===== config.mk =====
export PLATFORM = sky130hd
export DESIGN_NAME = logic_op_arbiter
export DESIGN_NICKNAME = d
export VERILOG_FILES = /design/src/rtl/logic_op_arbiter.sv
export SDC_FILE = /design/constraint.sdc
export NUM_CORES = 1
export LEC_CHECK = 0
export BUFFER_PORTS_ARGS = -buffer_cell sky130_fd_sc_hd__buf_4
export CAP_MARGIN = 20
export CORE_ASPECT_RATIO = 0.75
export CORE_MARGIN = 2
export CORE_UTILIZATION = 54
export DETAILED_ROUTE_END_ITERATION = 6
export GPL_TIMING_DRIVEN = 0
export MAX_ROUTING_LAYER = met4
export PLACE_DENSITY = 0.91
export SETUP_SLACK_MARGIN = 0.05
export SLEW_MARGIN = 20
export SYNTH_ARGS = -nofsm -noshare
export SYNTH_HDL_FRONTEND = slang
export SYNTH_SLANG_ARGS = --single-unit

===== constraint.sdc =====
create_clock -name clk -period 3.1 [get_ports clk]
set_clock_uncertainty 0.2 [all_clocks]
set_input_delay 0.155 -clock clk [delete_from_list [all_inputs] [get_ports clk]]
set_output_delay 0.155 -clock clk [all_outputs]
set_load 0.02 [all_outputs]

===== src/rtl/logic_op_arbiter.sv =====
// Round-robin arbiter sharing one registered bitwise logic unit among NUM_REQ requesters.
// Optional completed-transaction counter is built when LOGIC_ARB_STATS_EN is defined.
module logic_op_arbiter #(
  parameter int NUM_REQ = 4,
  parameter int DATA_W  = 8,
  parameter int ID_W    = 2
) (
  input  logic                       clk,
  input  logic                       rst_n,
  input  logic [NUM_REQ-1:0]         req,
  input  logic [3*NUM_REQ-1:0]       op,
  input  logic [DATA_W*NUM_REQ-1:0]  a,
  input  logic [DATA_W*NUM_REQ-1:0]  b,
  output logic [NUM_REQ-1:0]         gnt,
  output logic                       busy,
  output logic                       res_valid,
  output logic [DATA_W-1:0]          res_data,
  output logic [ID_W-1:0]            res_id,
  output logic [2:0]                 res_op,
  input  logic                       res_ready
`ifdef LOGIC_ARB_STATS_EN
  ,
  input  logic                       cnt_clr,
  output logic [15:0]                done_cnt
`endif
);

  typedef enum logic [1:0] {
    S_IDLE   = 2'd0,
    S_EXEC   = 2'd1,
    S_RESULT = 2'd2
  } state_t;

  state_t              r_state;
  state_t              w_next_state;
  logic [ID_W-1:0]     r_rr_ptr;
  logic [DATA_W-1:0]   r_a;
  logic [DATA_W-1:0]   r_b;
  logic                r_res_valid;
  logic [DATA_W-1:0]   r_res_data;
  logic [ID_W-1:0]     r_res_id;
  logic [2:0]          r_res_op;
  logic                w_found;
  logic [ID_W-1:0]     w_winner;
  logic [ID_W-1:0]     w_idx;
  logic [2:0]          w_sel_op;
  logic [DATA_W-1:0]   w_sel_a;
  logic [DATA_W-1:0]   w_sel_b;
  logic                w_accept;
  logic [ID_W-1:0]     w_next_ptr;

  function automatic logic [DATA_W-1:0] gate_fn(input logic [2:0] f_op,
                                                input logic [DATA_W-1:0] f_a,
                                                input logic [DATA_W-1:0] f_b);
    logic [DATA_W-1:0] f_res;
    case (f_op)
      3'd0:    f_res = f_a & f_b;
      3'd1:    f_res = f_a | f_b;
      3'd2:    f_res = ~(f_a & f_b);
      3'd3:    f_res = ~(f_a | f_b);
      3'd4:    f_res = f_a ^ f_b;
      3'd5:    f_res = ~(f_a ^ f_b);
      3'd6:    f_res = ~f_a;
      3'd7:    f_res = ~f_b;
      default: f_res = '0;
    endcase
    return f_res;
  endfunction

  // Scan downward so the lowest offset from rr_ptr is the last (winning) assignment.
  always_comb begin
    w_found  = 1'b0;
    w_winner = '0;
    w_idx    = '0;
    for (int k = NUM_REQ - 1; k >= 0; k--) begin
      w_idx = ID_W'((int'(r_rr_ptr) + k) % NUM_REQ);
      if (req[w_idx]) begin
        w_found  = 1'b1;
        w_winner = w_idx;
      end else begin
        w_found  = w_found;
      end
    end
  end

  always_comb begin
    w_sel_op = '0;
    w_sel_a  = '0;
    w_sel_b  = '0;
    for (int i = 0; i < NUM_REQ; i++) begin
      if (w_winner == ID_W'(i)) begin
        w_sel_op = op[3*i +: 3];
        w_sel_a  = a[DATA_W*i +: DATA_W];
        w_sel_b  = b[DATA_W*i +: DATA_W];
      end else begin
        w_sel_op = w_sel_op;
      end
    end
  end

  always_comb begin
    gnt = '0;
    if ((r_state == S_IDLE) && w_found) begin
      gnt[w_winner] = 1'b1;
    end else begin
      gnt = '0;
    end
  end

  assign w_accept   = r_res_valid & res_ready;
  assign w_next_ptr = (r_res_id == ID_W'(NUM_REQ - 1)) ? '0 : r_res_id + ID_W'(1);

  always_comb begin
    w_next_state = r_state;
    case (r_state)
      S_IDLE: begin
        if (w_found) w_next_state = S_EXEC;
        else         w_next_state = S_IDLE;
      end
      S_EXEC:   w_next_state = S_RESULT;
      S_RESULT: begin
        if (w_accept) w_next_state = S_IDLE;
        else          w_next_state = S_RESULT;
      end
      default:  w_next_state = S_IDLE;
    endcase
  end

  // The pointer moves only when a result is consumed, so a stalled consumer cannot skew fairness.
  always_ff @(posedge clk or negedge rst_n) begin
    if (!rst_n) begin
      r_state     <= S_IDLE;
      r_rr_ptr    <= '0;
      r_a         <= '0;
      r_b         <= '0;
      r_res_valid <= 1'b0;
      r_res_data  <= '0;
      r_res_id    <= '0;
      r_res_op    <= '0;
    end else begin
      r_state <= w_next_state;
      case (r_state)
        S_IDLE: begin
          if (w_found) begin
            r_a      <= w_sel_a;
            r_b      <= w_sel_b;
            r_res_id <= w_winner;
            r_res_op <= w_sel_op;
          end
        end
        S_EXEC: begin
          r_res_data  <= gate_fn(r_res_op, r_a, r_b);
          r_res_valid <= 1'b1;
        end
        S_RESULT: begin
          if (w_accept) begin
            r_res_valid <= 1'b0;
            r_rr_ptr    <= w_next_ptr;
          end
        end
        default: r_res_valid <= 1'b0;
      endcase
    end
  end

  assign busy      = (r_state != S_IDLE);
  assign res_valid = r_res_valid;
  assign res_data  = r_res_data;
  assign res_id    = r_res_id;
  assign res_op    = r_res_op;

`ifdef LOGIC_ARB_STATS_EN
  logic [15:0] r_done_cnt;

  // Clear has priority over a same-edge accept; the count saturates rather than wrapping.
  always_ff @(posedge clk or negedge rst_n) begin
    if (!rst_n) begin
      r_done_cnt <= 16'd0;
    end else if (cnt_clr) begin
      r_done_cnt <= 16'd0;
    end else if (w_accept && (r_done_cnt != 16'hFFFF)) begin
      r_done_cnt <= r_done_cnt + 16'd1;
    end
  end

  assign done_cnt = r_done_cnt;
`endif

endmodule


==> results of run 1 <==
state kept, by name (all words and copies together) (netlist names):
signal     cells
res_valid      1
r_b            8
r_rr_ptr       2
res_data       8
res_id         2
res_op         3
r_state        2
r_a            8
cells by family (layout without fill, tap and decap cells):
kind of cell	count (synthesis)	after routing
compound gates	121	121
simple gates	79	79
buf+inv	51	176
flops	34	34
fa+ha+maj	17	17
mux	14	14
xor+xnor	13	13
cells in the final DEF (no fill, tap or decap), types with 2 or more instances in the layout:
cell and n:
buf_4 103, dfrtp_1 34, o21ai_0 31, nand2_1 30
inv_1 21, dlygate4sd3_1 18, ha_1 17, nand3_1 15
buf_2 13, a21oi_1 13, a21o_1 13, nor2_1 12
a221oi_1 11, o21ai_1 10, a22oi_1 10, mux2i_1 10
xnor2_1 8, clkbuf_1 7, nor3_1 6, clkbuf_8 6
o31ai_1 5, xor2_1 5, a2bb2oi_1 5, buf_1 4
o211ai_1 3, mux4_2 3, a31oi_1 3, or2_1 2
nand2b_1 2, or3_1 2, a211oi_1 2, a21boi_1 2
o2111ai_1 2
layout make-up:
| cell class | count | share of cell area, % |
|---|---|---|
| Tap cell | 60 | 1.934 |
| Clock buffer | 7 | 2.224 |
| Multi-Input combinational cell | 244 | 44.09 |
| Timing Repair Buffer | 117 | 23.78 |
| Sequential cell | 34 | 21.91 |
| Inverter | 23 | 2.224 |
| Clock inverter | 1 | 0.1289 |
| Buffer | 28 | 3.706 |
worst paths after layout:
check / startpoint / to / depth (start not counted)
max reg2reg: r_rr_ptr[1]$_DFFE_PN0P_ / res_op[1]$_DFFE_PN0N_ / 8
max: r_rr_ptr[1]$_DFFE_PN0P_ / res_op[1]$_DFFE_PN0N_ / 8
min: b[17] / r_b[1]$_DFFE_PN0N_ / 3
min in group asynchronous: rst_n / r_state[1]$_DFF_PN0_ / 2
min reg2reg: res_data[5]$_DFFE_PN0P_ / res_data[5]$_DFFE_PN0P_ / 2
max in group asynchronous: rst_n / r_b[0]$_DFFE_PN0N_ / 2
worst max-delay path, delay by kind of cell (launching register included):
kind	cells	cell delay [ps]
flip-flops	1	380
AO/OA/AOI/OAI	3	710
AND/OR/NAND/NOR	2	340
buffers and inverters	3	1000
through the flow:
| stage | hold slack (ps) | cell area (sq um) | util (%) | setup WS (ps) | std cells |
|---|---|---|---|---|---|
| after floorplan | -340.6 | 2793 | - | 960.7 | 329 |
| after global placement | -80.60 | 3611 | 73.29 | 1011 | 488 |
| after detailed placement | -78.39 | 3611 | 73.29 | 975.3 | 488 |
| after CTS | 3.237 | 3882 | 78.80 | 505.7 | 514 |
| after global routing | 11.95 | 3882 | 78.80 | 264.3 | 514 |
| final | 6.457 | 3882 | 78.80 | 367.6 | 514 |
power by group:
part,total (W),internal [W],switching [W]
clock network,0.000358,0.000179,0.000178
logic,0.00279,0.00121,0.00158
registers,0.000863,0.000674,0.000189
routing by layer:
metal  up-vias  share of wire [%]  global-route usage (%)
li1       1447                  -                       -
met1      1480                 37                   42.34
met2       287                 46                   58.02
met3        81                 11                   7.865
met4         0                5.9                   19.34
met5         -                  0                       -
==> qor.txt, run 1 <==
Synth cell types: 56
Core Area: 4927 sq um
Clock root cell: clkbuf_8
FP Rows: 22
Final Hold Viols: 0
Hold Path Class: in -> reg
Routed vias/inst: 6.411
P_leak: 1.882 nW
Crit path largest cell delay: 610 ps
Slew margin rel.: 64.22%
Fin Setup TNS: 0 ps
Initial DRC Count: 412
Synth Area in Adders: 7.616%
IO buf count: 99
CTS tree: yes
Tcrit/Tclk final: 88.14%
Compound-cell area share of the yosys netlist: 29.93%
Synth area leader: dfrtp_1
Horiz. Die Dim: 87.04 microns
Footprint of the multi-input gates: 1712 sq um
Number of H-tree levels: 2
Multiplexer area fraction after synthesis: 6.407%
Synth Area in Simple Gates: 13.26%
Worst VDD drop: 0.4440 mV
HPWL after detailed placement: 6.563 mm
Number of fill cells: 287
# diodes: 0
Antenna-violating nets left: 0
CP max stage cell: dlygate4sd3_1
PD cells: 1032 nW/um^2
Post-CTS Resized: 0
DR WL/cell: 18.97 microns
Tot Pwr: 0.004008 W
FFs w/ async S/R, synth: 100.0%
Status: finished, final reports clean
Top cells by count, synth: dfrtp_1 (34), o21ai_0 (31), nand2_1 (30)
Final wirelength: 9.749 mm
Worst-path fanout max: 10
Die area: 5769 sq um
Max Root-Sink Buffers: 2
Sequential share of the synthesized area: 30.47%
First-pass GRT wire length: 15.16 mm
Placer Congestion: 0.8874
Register area: 850.8 sq um
Post-synth top flop: dfrtp_1
Mapped Cells: 329
Synth-to-layout area growth: 39.02%
Routed via count: 3295
Post-layout nets: 553
Main combinational cell family by area after synthesis: compound AO/OA/AOI/OAI gates
Synth Area in XOR/XNOR: 4.077%
Yosys top cell area share: 30.47%
Largest cells by area after synthesis: dfrtp_1 (30%), ha_1 (7.6%), o21ai_0 (5.6%)
Crit-path cells: buf_4 -> nand2b_1 -> a21oi_1 -> nor2_2 -> buf_4 -> a221oi_1 -> dlygate4sd3_1 -> a21oi_1
WS Path Type: reg -> reg
CP Capture Type: flip-flop
Mean post-synth cell area: 8.488 sq um
Worst path required time: 3080 ps
Hold buffer count at CTS: 18
RSZ-0062 raised after global routing: no
Max Clk Rate: 366.0 MHz
Clk Latency, worst-skew pair: 300 ps
CP arrival: 2720 ps
Count leader, synth: dfrtp_1
Total global routing overflow: 0
Setup crit start kind: flip-flop
Mapped Area: 2793 sq um
Min cycle time layout: 2732 ps
Sink Count: 34
Largest net degree at the start of global routing: 35
#FFs+latches synth: 34
Die Y: 66.28 microns
# setup viols final: 0
Vias in the first global route: 3043
Ports: 102
Worst slew pin tran: 536.7 ps
Max-cap check violation count: 0
Max-slew violation count: 0
Initial antenna violation count: 0
Drt first pass iters: 6
Flop-to-flop setup slack: 370 ps
Synthesized Nets: 429
Yosys synthesis warning count: 0
Drt drc: 0
Initial Utilization: 56.68%
GRT Total Usage: 36.03%
Share of cells above drive strength 1: 30.18%
Post-CTS Setup Inserts: 0
Total CTS buffers: 5
Post-synth EDFFs: 0
Clock Pin Slew Worst Setup and Hold Paths: 80 ps
(Power assumes the default switching activity.)
==> inputs of run 2 (changes only) <==
==> constraint.sdc (replaced) <==
create_clock -name clk -period 3.1 [get_ports clk]
set_clock_uncertainty 0.2 [all_clocks]
set_input_delay 0.31 -clock clk [delete_from_list [all_inputs] [get_ports clk]]
set_output_delay 0.31 -clock clk [all_outputs]
set_load 0.02 [all_outputs]
==> qor.txt, run 2 (synthesized netlist as in run 1, its figures left out) <==
Post-CTS Resized: 0
DP Area: 3611 sq um
CP arrival: 2110 ps
IO buf count: 99
Clock root cell: clkbuf_8
Max Root-Sink Buffers: 2
Worst path required time: 2590 ps
Hold buffer count at CTS: 1
Max Clk Rate: 381.2 MHz
Worst hold slack: 45.50 ps
Max-cap check violation count: 0
# diodes: 0
Largest net degree at the start of global routing: 35
Dpl ws: 820.3 ps
Number of fill cells: 333
# setup viols final: 0
Die Y: 66.28 microns
Drt first pass iters: 5
Initial antenna violation count: 0
GRT Total Usage: 31.27%
Tcrit/Tclk final: 84.61%
Most frequent cells in the layout: buf_4 (103), dfrtp_1 (34), o21ai_0 (31), nand2_1 (30), inv_1 (21)
Final wirelength: 8.622 mm
WS Path Type: reg -> out
Routed via count: 3036
Initial DRC Count: 238
Synth-to-layout area growth: 32.93%
DR WL/cell: 17.35 microns
Ports: 102
Setup crit start kind: flip-flop
Min cycle time layout: 2623 ps
Antenna-violating nets left: 0
Post-layout nets: 536
Clk Latency, worst-skew pair: 290 ps
Sink Count: 34
RSZ-0062 raised after global routing: no
Core Area: 4927 sq um
HPWL after detailed placement: 6.563 mm
Number of H-tree levels: 2
Total global routing overflow: 0
Worst-path fanout max: 10
Post-route cell area: 3712 sq um
CP startpoint: r_state[1]$_DFF_PN0_
CTS tree: yes
Final setup margin: 477.0 ps
FP Rows: 22
Share of cells above drive strength 1: 31.35%
Slew margin rel.: 64.26%
Final Hold Viols: 0
Initial Utilization: 56.68%
Worst r2r src: r_rr_ptr[1]$_DFFE_PN0P_
Max-slew violation count: 0
Placer Congestion: 0.8874
P_leak: 1.805 nW
First-pass GRT wire length: 13.22 mm
PD cells: 1018 nW/um^2
Worst slew pin tran: 536.2 ps
Die area: 5769 sq um
Clock Pin Slew Worst Setup and Hold Paths: 70 ps
Post-CTS Setup Inserts: 0
Worst VDD drop: 0.4438 mV
CP max stage cell: dfrtp_1
Status: finished, final reports clean
Routed vias/inst: 6.109
HP Start: a[26]
Drt drc: 0
CP Capture Type: primary output
Horiz. Die Dim: 87.04 microns
Crit path largest cell delay: 420 ps
Fin Setup TNS: 0 ps
Hold Path Class: in -> reg
Total CTS buffers: 5
Most common cell after layout, fill and taps aside: buf_4
Vias in the first global route: 2799
Crit-path cells: or2_1 -> or2_1 -> buf_4 -> clkbuf_1 -> nor3_1 -> buf_4
-- run 2: area by class of cell --
cell class	instances	area [sq um]	area share (%)
well taps	60	75.07	2.022
clock buffers	7	86.33	2.326
inverters	23	86.33	2.326
plain buffers	28	143.9	3.876
clock inverters	1	5.005	0.1348
flip-flops and latches	34	850.8	22.92
repair buffers	100	753.2	20.29
multi-input cells	244	1712	46.11
-- run 2: power breakdown --
group,switching [W],internal [W]
clock network,0.000169,0.000179
registers,0.000181,0.000674
logic,0.00146,0.00112
-- run 2: critical path, delay by kind of cell, from the launching register on --
kind | cells | cell delay (ps)
flops | 1 | 420
buf+inv | 3 | 610
simple gates | 3 | 780
-- run 2: metrics by stage --
step           total power (W)  cells  utilization [%]
2_1_floorplan         0.002638    329                -
3_3_place_gp          0.003261    488            73.29
3_5_place_dp          0.003375    488            73.29
4_1_cts               0.003743    497            75.34
5_1_grt               0.004074    497            75.34
6_report              0.003780    497            75.34
-- run 2: path summary, 6_finish.rpt --
path / slack (ps) / depth (start not counted) / to
setup / recovery: 480 / 6 / gnt[1]
hold / removal: 50 / 3 / r_a[2]$_DFFE_PN0N_
setup reg to reg: 930 / 7 / res_op[2]$_DFFE_PN0N_
hold reg to reg: 280 / 2 / res_data[5]$_DFFE_PN0P_
max in group asynchronous: 2100 / 2 / r_b[0]$_DFFE_PN0N_
min in group asynchronous: 300 / 2 / r_state[1]$_DFF_PN0_
-- run 2: layer usage --
metal  global-route usage [%]  vias to the layer above  routed length (microns)
li1                         -                     1404                        -
met1                    39.03                     1422                     3458
met2                    49.24                      186                     4057
met5                        -                        -                        0
met3                    6.991                       24                      901
met4                    13.09                        0                      204
